**src/rtl/seq_detector_param.sv**
```systemverilog
// ============================================================================
// Module  : seq_detector_param
// Purpose : Runtime-loadable serial pattern detector with a registered match pulse.
//           Optional saturating match counter, enabled by the macro SEQ_DET_CNT_EN.
// Revision: 1.0
// ============================================================================
`default_nettype none

module seq_detector_param #(
    parameter int MAX_LEN = 8,
    parameter int LEN_W   = $clog2(MAX_LEN + 1),
    parameter int CNT_W   = 16
) (
    input  logic               clk,
    input  logic               reset,
    input  logic               a,
    input  logic               a_valid,
    input  logic               pat_load,
    input  logic [MAX_LEN-1:0] pat_in,
    input  logic [LEN_W-1:0]   pat_len,
    input  logic               overlap,
    output logic               match,
    output logic               armed,
    output logic [CNT_W-1:0]   match_cnt
);

    typedef enum logic [1:0] {
        S_IDLE  = 2'd0,
        S_FILL  = 2'd1,
        S_ARMED = 2'd2
    } state_t;

    localparam logic [LEN_W-1:0] C_MAX_LEN = LEN_W'(MAX_LEN);

    state_t             state_q, state_d;
    logic [MAX_LEN-1:0] hist_q, hist_d;
    logic [MAX_LEN-1:0] pat_q, pat_d;
    logic [LEN_W-1:0]   fill_q, fill_d;
    logic [LEN_W-1:0]   len_q, len_d;
    logic               ovl_q, ovl_d;
    logic               match_q, match_d;

    logic [MAX_LEN-1:0] w_hist_shift;
    logic [MAX_LEN-1:0] w_mask;
    logic [LEN_W-1:0]   w_fill_inc;
    logic [LEN_W-1:0]   w_len_clamp;
    logic               w_hit;

    assign w_hist_shift = {hist_q[MAX_LEN-2:0], a};
    // Only the low len_q bits take part in the comparison.
    assign w_mask       = ~({MAX_LEN{1'b1}} << len_q);
    assign w_hit        = (((w_hist_shift ^ pat_q) & w_mask) == '0);
    assign w_fill_inc   = (fill_q < len_q) ? fill_q + 1'b1 : fill_q;
    assign w_len_clamp  = (pat_len > C_MAX_LEN) ? C_MAX_LEN : pat_len;

    always_ff @(posedge clk or posedge reset) begin
        if (reset) begin
            state_q <= S_IDLE;
            hist_q  <= '0;
            pat_q   <= '0;
            fill_q  <= '0;
            len_q   <= '0;
            ovl_q   <= 1'b0;
            match_q <= 1'b0;
        end else begin
            state_q <= state_d;
            hist_q  <= hist_d;
            pat_q   <= pat_d;
            fill_q  <= fill_d;
            len_q   <= len_d;
            ovl_q   <= ovl_d;
            match_q <= match_d;
        end
    end

    always_comb begin
        state_d = state_q;
        hist_d  = hist_q;
        pat_d   = pat_q;
        fill_d  = fill_q;
        len_d   = len_q;
        ovl_d   = ovl_q;
        match_d = 1'b0;
        if (pat_load) begin
            pat_d   = pat_in;
            ovl_d   = overlap;
            len_d   = w_len_clamp;
            hist_d  = '0;
            fill_d  = '0;
            state_d = (w_len_clamp == '0) ? S_IDLE : S_FILL;
        end else if (a_valid && (state_q != S_IDLE)) begin
            hist_d = w_hist_shift;
            fill_d = w_fill_inc;
            // The sample that completes the window is compared, whether arriving in FILL or ARMED.
            if (w_fill_inc == len_q) begin
                state_d = S_ARMED;
                if (w_hit) begin
                    match_d = 1'b1;
                    if (!ovl_q) begin
                        fill_d  = '0;
                        state_d = S_FILL;
                    end
                end
            end
        end
    end

    assign match = match_q;
    assign armed = (state_q == S_ARMED);

`ifdef SEQ_DET_CNT_EN
    logic [CNT_W-1:0] cnt_q;

    always_ff @(posedge clk or posedge reset) begin
        if (reset) begin
            cnt_q <= '0;
        end else if (pat_load) begin
            cnt_q <= '0;
        end else if (match_d && (cnt_q != {CNT_W{1'b1}})) begin
            cnt_q <= cnt_q + 1'b1;
        end
    end

    assign match_cnt = cnt_q;
`else
    assign match_cnt = '0;
`endif

endmodule

`default_nettype wire

```
**config.mk**
```make
export PLATFORM = sky130hd
export DESIGN_NAME = seq_detector_param
export DESIGN_NICKNAME = d
export VERILOG_FILES = /design/src/rtl/seq_detector_param.sv
export SDC_FILE = /design/constraint.sdc
export NUM_CORES = 1
export LEC_CHECK = 0
export CAP_MARGIN = 20
export CORE_MARGIN = 2
export CORE_UTILIZATION = 38
export CTS_CLUSTER_DIAMETER = 80
export DETAILED_ROUTE_END_ITERATION = 8
export HOLD_SLACK_MARGIN = 0.06
export MAX_ROUTING_LAYER = met4
export SLEW_MARGIN = 0
export SYNTH_ARGS = -nofsm -noshare
export SYNTH_HDL_FRONTEND = slang
export SYNTH_SLANG_ARGS = --single-unit
```
**constraint.sdc**
```tcl
create_clock -name clk -period 5.05 [get_ports clk]
set_input_delay 1.01 -clock clk [delete_from_list [all_inputs] [get_ports clk]]
set_output_delay 1.01 -clock clk [all_outputs]
set_load 0.005 [all_outputs]
```
After elaboration in Yosys (flattened, before gate mapping)
Index checks and enable logic that the tools add are counted.

Register bits: 27. Bits in latches: 0. RAM bits: 0. ROM bits: 0. Bits of input ports: 18. Output and inout bits: 18. Logic and storage cells: 42. Memories: 0.

Add/sub/neg operators: 1. Multiply operators: 0. Divide/modulo/power cells: 0. $lt $le $gt $ge: 2. Equality and inequality tests: 2. Shifts and indexed selects: 1. Muxes and demuxes: 19. Bitwise logic cells: 3. Reductions and logical operators: 7.

Operator list (number): 4-bit two-way mux (7); 7-bit two-way mux (2); 2-bit two-way mux (5); 8-bit AND (1); 8-bit zero test (1); 8-bit NOT (1); 8-bit by 4-bit left shift with 8-bit output (first input constant) (1); 8-bit bitwise XOR (1); 2-bit nonzero test (3); 1-bit two-way mux (5); 4-bit by 1-bit adder with 4-bit output (second input constant) (1); 4-bit == test (1); 4-bit greater-than comparator (second input constant) (1); 4-bit zero test (1); 4-bit less-than comparator (1); 2-bit == test (second input constant) (1); 2-bit AND reduction (1); 1-bit logical AND (1).

Depth between registers and ports, before layout
Gate-level depths: netlist of the first run.

Word-level depth: 8. Mapped depth: 8. Mapped depth without buffers: 8.

Worst setup path after synthesis of the first run
No wires, ideal clock.

Path type: register to register. Start point: register len_q[3]. End point: register state_q[1]. Setup time: 0.087 ns. Arrival: 2.258 ns. Data required time: 4.963 ns. Slack: 2.706 ns. Stages on the path, launching flop included: 9. Path buffers: 0. Clock period less this slack: 2.344 ns. Cell sequence: dfrtp_1 > inv_1 > ha_1 > o21a_1 > nor2_1 > or4_4 > o221a_2 > or3_4 > a211oi_2.

Word-level cells in the longest chain between the ends: 8. Elaborated cells between the ends (all ways): 13. Classes of those cells: order compare (1); eq/ne (1); shift (1); mux (5); bitwise (2); reduce/logical (3).

Ends and longest elaborated chain: start: declaration (line 39) `logic [LEN_W-1:0] len_q, len_d;`; start signal: assignment (line 70) `len_q <= len_d;`; 8-bit by 4-bit left shift with 8-bit output (line 51) `assign w_mask = ~({MAX_LEN{1'b1}} << len_q);`; 8-bit NOT (line 51); 8-bit AND (line 52) `assign w_hit = (((w_hist_shift ^ pat_q) & w_mask) == '0);`; 8-bit zero test (line 52); 2-bit two-way mux (line 97) `if (w_hit) begin`; 2-bit two-way mux (line 95) `if (w_fill_inc == len_q) begin`; 2-bit two-way mux (line 91) `end else if (a_valid && (state_q != S_IDLE)) begin`; 2-bit two-way mux (line 84) `if (pat_load) begin`; end signal: assignment (line 66) `state_q <= state_d;`; end: declaration (line 35) `state_t state_q, state_d;`.

Several ways; a longest one is shown, not always the timed one. The select of a mux whose other input is x is not followed. A chain may end at the register's enable or synchronous reset.

Final worst setup path of the first run
Start point: register len_q[2]. End point: register state_q[1].

The elaborated chain is that of the path after synthesis.

==> results of run 1 <==
[final cells by class]
type / instances / area [sq um] / area share
repair buffers: 22 / 232.7 / 0.1210
inverters: 7 / 26.28 / 0.01366
clock inverters: 1 / 7.507 / 0.003904
clock buffers: 3 / 41.29 / 0.02147
flip-flops and latches: 27 / 675.6 / 0.3513
well taps: 52 / 65.06 / 0.03383
multi-input cells: 130 / 874.6 / 0.4548
[cells in the final DEF, fill, tap and decap left out, types with 2 or more instances in the layout]
| cell | instances |
|---|---|
| sky130_fd_sc_hd__nand2_1 | 25 |
| sky130_fd_sc_hd__conb_1 | 16 |
| sky130_fd_sc_hd__o21a_1 | 3 |
| sky130_fd_sc_hd__nand3_1 | 3 |
| sky130_fd_sc_hd__inv_1 | 7 |
| sky130_fd_sc_hd__nor3b_1 | 2 |
| sky130_fd_sc_hd__o22ai_1 | 2 |
| sky130_fd_sc_hd__ha_1 | 4 |
| sky130_fd_sc_hd__clkdlybuf4s50_1 | 19 |
| sky130_fd_sc_hd__xnor2_1 | 3 |
| sky130_fd_sc_hd__nor3_1 | 2 |
| sky130_fd_sc_hd__o31a_1 | 2 |
| sky130_fd_sc_hd__nor2_1 | 9 |
| sky130_fd_sc_hd__a221oi_1 | 2 |
| sky130_fd_sc_hd__xor2_1 | 8 |
| sky130_fd_sc_hd__o211ai_1 | 2 |
| sky130_fd_sc_hd__mux2_2 | 9 |
| sky130_fd_sc_hd__nor4_1 | 3 |
| sky130_fd_sc_hd__clkbuf_8 | 3 |
| sky130_fd_sc_hd__o32ai_1 | 4 |
| sky130_fd_sc_hd__a21oi_1 | 12 |
| sky130_fd_sc_hd__dfrtp_1 | 27 |
| sky130_fd_sc_hd__buf_4 | 2 |
[critical path, stage by stage, from the launching register on]
cell,delay [ns]
sky130_fd_sc_hd__dfrtp_1,0.44
sky130_fd_sc_hd__inv_1,0.16
sky130_fd_sc_hd__ha_1,0.24
sky130_fd_sc_hd__o21a_1,0.14
sky130_fd_sc_hd__nor2_1,0.06
sky130_fd_sc_hd__or4_4,0.53
sky130_fd_sc_hd__o221a_2,0.35
sky130_fd_sc_hd__or3_4,0.36
sky130_fd_sc_hd__a211oi_2,0.23
[flip-flops by register name (all words and copies together) (netlist names)]
name     cells
ovl_q        1
state_q      2
len_q        4
hist_q       7
match        1
fill_q       4
pat_q        8
[where the power goes]
| group | internal [mW] | switching, mW |
|---|---|---|
| Sequential | 0.232 | 0.0199 |
| Combinational | 0.0692 | 0.0734 |
| Clock | 0.0561 | 0.0699 |
| Total | 0.358 | 0.163 |
[through the flow]
step	cells	total power, mW
final	242	0.5209
after global routing	242	0.5536
after CTS	240	0.5226
after detailed placement	236	0.3941
after global placement	236	0.3874
after floorplan	186	0.3617
[worst max-delay path by stage]
| stage | from | to |
|---|---|---|
| CTS | len_q[2] | state_q[1] |
| global route | len_q[3] | state_q[1] |
| floorplan | len_q[3] | state_q[1] |
| detailed placement | a | fill_q[0] |
| finish | len_q[2] | state_q[1] |
| global placement | a | fill_q[0] |
[cells by family (layout without fill, tap and decap cells)]
group,after synthesis,after routing
AND/OR/NAND/NOR,51,51
AO/OA/AOI/OAI,39,39
multiplexers,9,9
flip-flops,27,27
other,1,16
adder cells (fa/ha/maj),4,4
buffers and inverters,29,33
XOR/XNOR,11,11
[per-layer routing]
| layer | vias up | share of wire | track usage |
|---|---|---|---|
| met5 | - | 0 | - |
| met4 | 0 | 0.032 | 0.08120 |
| met3 | 12 | 0.033 | 0.01443 |
| met2 | 36 | 0.49 | 0.2582 |
| met1 | 627 | 0.44 | 0.2007 |
| li1 | 614 | - | - |
==> metrics.sh, run 1 <==
STATUS='finished, final reports clean'
TIMING.CLOCK.SKEW_NS=0.006134
CTS_MADE_BUFFERS=3
YS_WARN_COUNT=0
N_ANTENNA_CELL=0
SYNTHSIMPLEGATEAREAFRAC=0.1543
WORST-SETUP-PATH-TYPE='flip-flop to flip-flop'
POWER.LEAKAGE_nW=0.7938
DOMINANTREGCELLSYNTH='sky130_fd_sc_hd__dfrtp_1'
CLK_PIN_SLEW_NS=0.10
REPORT.FINAL.SETUP_VIOL=0
GLOBALROUTETOTALUTIL=0.1598
WORST_HOLD_SLACK_NS=0.5301
CP_DATA_REQUIRED_TIME_NS=5.25
GRT_START_MAX_NET_PINS=33
TIMING_WORST_SLEW_PIN_VALUE_NS=0.5319
SYNTHDOMINANTAREACELLTYPE='sky130_fd_sc_hd__dfrtp_1'
TIMING.REG2REG.SETUP_SLACK_NS=2.47
DETAILROUTE.VIA_COUNT=1289
FINALINSTANCEAREA_SQ_UM=1923
TRITONCTS='built'
SYNTHESIZED_CELL_AREA_SQ_UM=1663
FIRST_GLOBAL_VIAS=1335
SYNTH-COMPOUND-AREA-SHARE=0.1866
CRITICAL_PATH.REG2REG.STARTPOINT='len_q[2]'
GLOBAL_ROUTE.OVERFLOW_TOTAL=0
FINALWIRELENGTH_UM=3562
TIMING.FMAX_MHz=387.2
REPORT.FINAL.SLEW_VIOL_COUNT=0
CTS_MAX_PATH_BUFFERS=2
IRDROPWORSTVDD_uV=115.3
HOLD-PATH-ENDPOINT='ovl_q'
SYNTH.LIB_CELLS_USED.DISTINCT=42
POSTSYNTHCELLCOUNT=171
POSTPLACECELLAREA_SQ_UM=1839
SYNTH-EDFF-COUNT=0
DRT.ANTENNA.VIOLATING_NETS=0
DIE_X_UM=70.15
MAIN_COMBINATIONAL_CELL_FAMILY_BY_AREA_AFTER_SYNTHESIS='compound AO/OA/AOI/OAI gates'
GRT_FIRST_PASS_WIRELENGTH_UM=6175
SYNTH_ADDER_AREA_SHARE=0.03010
FINAL_NET_COUNT=213
FINAL_HOLD_VIO_COUNT=0
CTS_ROOT_BUFFER='sky130_fd_sc_hd__clkbuf_8'
TOTALNEGATIVESETUPSLACK_NS=0
GP_CONGESTION=0.7946
TIMING.CRITICAL_PATH.FANOUT_MAX=5
NUM_ROWS=24
FIRST_PASS_ITERS=4
WORST_R2R_ENDPOINT='state_q[1]'
POST_CTS.RESIZED_INSTANCES=0
CELL_DEPTH_OF_THE_WORST_MIN_DELAY_PATH=1
HOLD_PATH.CLASS='flip-flop to flip-flop'
AVGSYNTHCELLAREA_SQ_UM=9.724
INITIAL_ANTENNA_VIOLATION_COUNT=0
SLEW_HEADROOM=0.6443
FIRST_ITER_VIOLATIONS=62
POWER_PER_CELL_AREA_nW_PER_UM2=270.9
SYN2LAYOUT_AREA_GROWTH_PCT=15.65
POSTLAYOUTSETUPSLACKWORST_NS=2.468
SYNTH_TOP_AREA_FRAC=0.4063
YOSYS.AREA_SHARE.XOR_XNOR=0.05794
CLKLATENCYLATEPIN_NS=0.28
ROUTED_WIRE_LENGTH_PER_INSTANCE_UM=14.72
HOLDCRITSTARTPOINT='ovl_q'
WORST-R2R-CELL-COUNT=8
CRITICAL_PATH_ENDPOINT_CATEGORY='flip-flop'
START_UTIL=0.3872
CRIT_PATH_START_KIND='flip-flop'
POST-DP-HPWL_UM=2661
FINAL_PERIOD_MINUS_WORST_SETUP_SLACK_NS=2.582
CRITICAL_PATH_ARRIVAL_NS=2.78
SHARE_OF_POST_ROUTE_CELLS_WITH_DRIVE_STRENGTH_ABOVE_1=0.1263
FP.DIEH_UM=70.15
YS_FF_LATCH=27
CTSHOLDBUFFERS=0
FIN_UTIL=0.4478
FILLERINSTANCES=433
SYNTH_AREA_LEADERS='sky130_fd_sc_hd__dfrtp_1 41%, sky130_fd_sc_hd__buf_4 7.2%, sky130_fd_sc_hd__mux2_2 6.1%, sky130_fd_sc_hd__nand2_1 5.6%, sky130_fd_sc_hd__xor2_1 4.2%'
PORT_BUFFERS=19
SYNTH.MUX.AREA_FRACTION=0.06095
CTS.REPAIR_TIMING.SETUP_BUFFER_COUNT=0
TOP_LEVEL_PORTS=36
POST_DRT_VIA_CELL_RATIO=5.326
POST_ROUTE_FRACTION_OF_THE_PERIOD_CONSUMED_BY_THE_CRITICAL_PATH=0.5114
CTSHTREEMAXLEVEL=1
SYNTH_SEQ_AREA_SHARE=0.4063
COREAREA_SQ_UM=4294
CAP_VIOL_MAX_COUNT=0
CTS.SINK_COUNT=27
POST-SYNTH-TOP-COUNT-CELL='sky130_fd_sc_hd__dfrtp_1'
DIE_AREA_SQ_UM=4921
ASYNC_RESET_FF_FRAC=1.000
DETAILEDPLACE.WORSTSLACK_NS=2.259
RSZ0062_AT_GRT='no'
SYNTH_COMMONEST_CELLS='27 x sky130_fd_sc_hd__dfrtp_1, 25 x sky130_fd_sc_hd__nand2_1, 16 x sky130_fd_sc_hd__buf_4'
POST-ROUTE-DRC-COUNT=0
No activity file was read; power rests on OpenSTA's default activity.
==> inputs of run 2 (changes only) <==
==> constraint.sdc (replaced) <==
create_clock -name clk -period 2.53 [get_ports clk]
set_input_delay 0.506 -clock clk [delete_from_list [all_inputs] [get_ports clk]]
set_output_delay 0.506 -clock clk [all_outputs]
set_load 0.005 [all_outputs]
==> run 2 against run 1 <==
Clock skew barely moved. Clock-buffer cell count rose by 1. Worst setup slack got worse by 2.4 ns. Fmax rose by 5.8%. Critical path type unchanged. Global-route usage fell by 0.50 points. Routed wire length fell by 0.76%. Register-to-register slack got worse by 2.4 ns.
==> metrics.sh, run 2 (synthesis results as in run 1) <==
STATUS='finished, final reports clean'
SLEW_HEADROOM=0.5109  # -0.1334
TIMING_WORST_SLEW_PIN_VALUE_NS=0.7288  # +0.1969 ns
RSZ0062_AT_GRT='no'
POST-DP-HPWL_UM=2694  # +1.3%
DRT.ANTENNA.VIOLATING_NETS=0  # unchanged
FINALINSTANCEAREA_SQ_UM=1963  # +2.1%
POST_DRT_VIA_CELL_RATIO=5.185  # -2.7%
SEQ_AREA_SQ_UM=675.6  # unchanged
POWER_PER_CELL_AREA_nW_PER_UM2=535.8  # +98%
MULTIINPUTGATEAREA_SQ_UM=885.9  # +1.3%
FP.DIEH_UM=70.15  # unchanged
N_ANTENNA_CELL=0  # unchanged
CTS_MAX_PATH_BUFFERS=2  # unchanged
POSTPLACECELLAREA_SQ_UM=1899  # +3.3%
COREAREA_SQ_UM=4294  # unchanged
POSTLAYOUTSETUPSLACKWORST_NS=0.08956  # -2.378 ns
CTS_ROOT_BUFFER='sky130_fd_sc_hd__clkbuf_8'
MOST_FLOPS_REGISTER='pat_q'
FINAL_NET_COUNT=220  # +3.3%
DIE_AREA_SQ_UM=4921  # unchanged
LAYOUT.CELLS.MOST_COMMON='sky130_fd_sc_hd__dfrtp_1'
CP_DATA_REQUIRED_TIME_NS=2.72  # -2.53 ns
CAP_VIOL_MAX_COUNT=0  # unchanged
LAYOUT_TOP_REGISTERS='pat_q (8), hist_q (7)'
TIMING.REG2REG.SETUP_SLACK_NS=0.09  # -2.38 ns
INITIAL_ANTENNA_VIOLATION_COUNT=0  # unchanged
GRT_FIRST_PASS_WIRELENGTH_UM=5968  # -3.4%
FILLERINSTANCES=421  # -2.8%
LARGEST_REGISTER_FFS=8  # unchanged
CRITICAL_PATH_ARRIVAL_NS=2.63  # -0.15 ns
GRT_START_MAX_NET_PINS=28  # -15%
FIRST_PASS_ITERS=4  # unchanged
CLKLATENCYLATEPIN_NS=0.27  # about the same
IRDROPWORSTVDD_uV=297.0  # +160%
REPORT.FINAL.SETUP_VIOL=0  # unchanged
SHARE_OF_POST_ROUTE_CELLS_WITH_DRIVE_STRENGTH_ABOVE_1=0.1624  # +0.03612
SYN2LAYOUT_AREA_GROWTH_PCT=18.06
TOTALNEGATIVESETUPSLACK_NS=0  # unchanged
TIMING.CLOCK.SKEW_NS=0.005703  # -0.0004307 ns
FINALWIRELENGTH_UM=3535  # -0.76%
CTS_MADE_BUFFERS=3  # unchanged
TOTAL_POWER_mW=1.052  # +100%
FINAL_HOLD_VIO_COUNT=0  # unchanged
NUM_ROWS=24  # unchanged
CRIT_PATH_START_KIND='flip-flop'
CTSHTREEMAXLEVEL=1  # unchanged
WORST-SETUP-PATH-TYPE='flip-flop to flip-flop'
CLK_PIN_SLEW_NS=0.10  # about the same
TRITONCTS='built'
POWER.LEAKAGE_nW=0.8222  # +3.6%
POST-ROUTE-DRC-COUNT=0  # unchanged
ROUTED_WIRE_LENGTH_PER_INSTANCE_UM=14.20  # -3.5%
GLOBAL_ROUTE.OVERFLOW_TOTAL=0  # unchanged
CTS.SINK_COUNT=27  # unchanged
HOLD_PATH.CLASS='flip-flop to flip-flop'
REPORT.FINAL.SLEW_VIOL_COUNT=0  # unchanged
POST_ROUTE_FRACTION_OF_THE_PERIOD_CONSUMED_BY_THE_CRITICAL_PATH=0.9646  # +0.4532
DETAILEDPLACE.WORSTSLACK_NS=0.07859  # -2.180 ns
FIRST_ITER_VIOLATIONS=86  # +39%
TIMING.CRITICAL_PATH.FANOUT_MAX=5  # unchanged
GLOBALROUTETOTALUTIL=0.1548  # -0.005005
DIE_X_UM=70.15  # unchanged
TOP_LEVEL_PORTS=36  # unchanged
TIMING.FMAX_MHz=409.8  # +5.8%
FIN_UTIL=0.4572  # +0.009324
CRITICAL_PATH_ENDPOINT_CATEGORY='flip-flop'
GP_CONGESTION=0.9095  # +14%
FIRST_GLOBAL_VIAS=1238  # -7.3%
DETAILROUTE.VIA_COUNT=1291  # +0.16%
FINAL_CELL_MIX='27 x sky130_fd_sc_hd__dfrtp_1, 25 x sky130_fd_sc_hd__nand2_1, 19 x sky130_fd_sc_hd__clkdlybuf4s50_1'
PORT_BUFFERS=19  # unchanged
START_UTIL=0.3872  # unchanged
FINAL_PERIOD_MINUS_WORST_SETUP_SLACK_NS=2.440  # -0.1419 ns
run 2: timing repair:
item                                    4_1_cts  5_1_grt
hold buffers                                  0        0
resized for setup                             0        3
endpoints found under the setup margin        0        4
buffers inserted                              0        1
run 2: where the power goes:
group          switching (mW)  internal, mW
registers              0.0319         0.464
clock network           0.140         0.113
logic                   0.157         0.146
run 2: worst paths after layout:
path	to	cells past startpoint	from
max reg2reg	state_q[1]	8	len_q[2]
max in group asynchronous	hist_q[6]	3	reset
min reg2reg	pat_q[4]	1	pat_q[4]
max	state_q[1]	8	len_q[2]
min in group asynchronous	fill_q[2]	3	reset
min	pat_q[4]	1	pat_q[4]
run 2: metrics by stage:
step	hold slack (ns)	instances
5_1_grt	0.5626	249
6_report	0.5378	249
4_1_cts	0.5406	248
2_1_floorplan	0.4810	186
3_3_place_gp	0.5152	244
3_5_place_dp	0.5191	244
run 2: worst max-delay path, cell delays in order, from the launching register on:
cell,delay (ns)
sky130_fd_sc_hd__dfrtp_1,0.40
sky130_fd_sc_hd__inv_2,0.08
sky130_fd_sc_hd__ha_2,0.31
sky130_fd_sc_hd__o21a_1,0.10
sky130_fd_sc_hd__nor2_1,0.06
sky130_fd_sc_hd__or4_4,0.53
sky130_fd_sc_hd__o221a_4,0.28
sky130_fd_sc_hd__or3_4,0.38
sky130_fd_sc_hd__a211oi_2,0.21
run 2: metal layers:
| layer | wire length [um] | GRT usage |
|---|---|---|
| met5 | 0 | - |
| met2 | 1838 | 0.2561 |
| met3 | 125 | 0.01443 |
| met4 | 38 | 0.04274 |
| met1 | 1532 | 0.2044 |
run 2: layout make-up:
| type | instances | share of cell area |
|---|---|---|
| Inverter | 7 | 0.01338 |
| Multi-Input combinational cell | 130 | 0.4512 |
| Sequential cell | 27 | 0.3442 |
| Timing Repair Buffer | 29 | 0.1351 |
| Clock buffer | 4 | 0.02294 |
| Tap cell | 52 | 0.03314 |
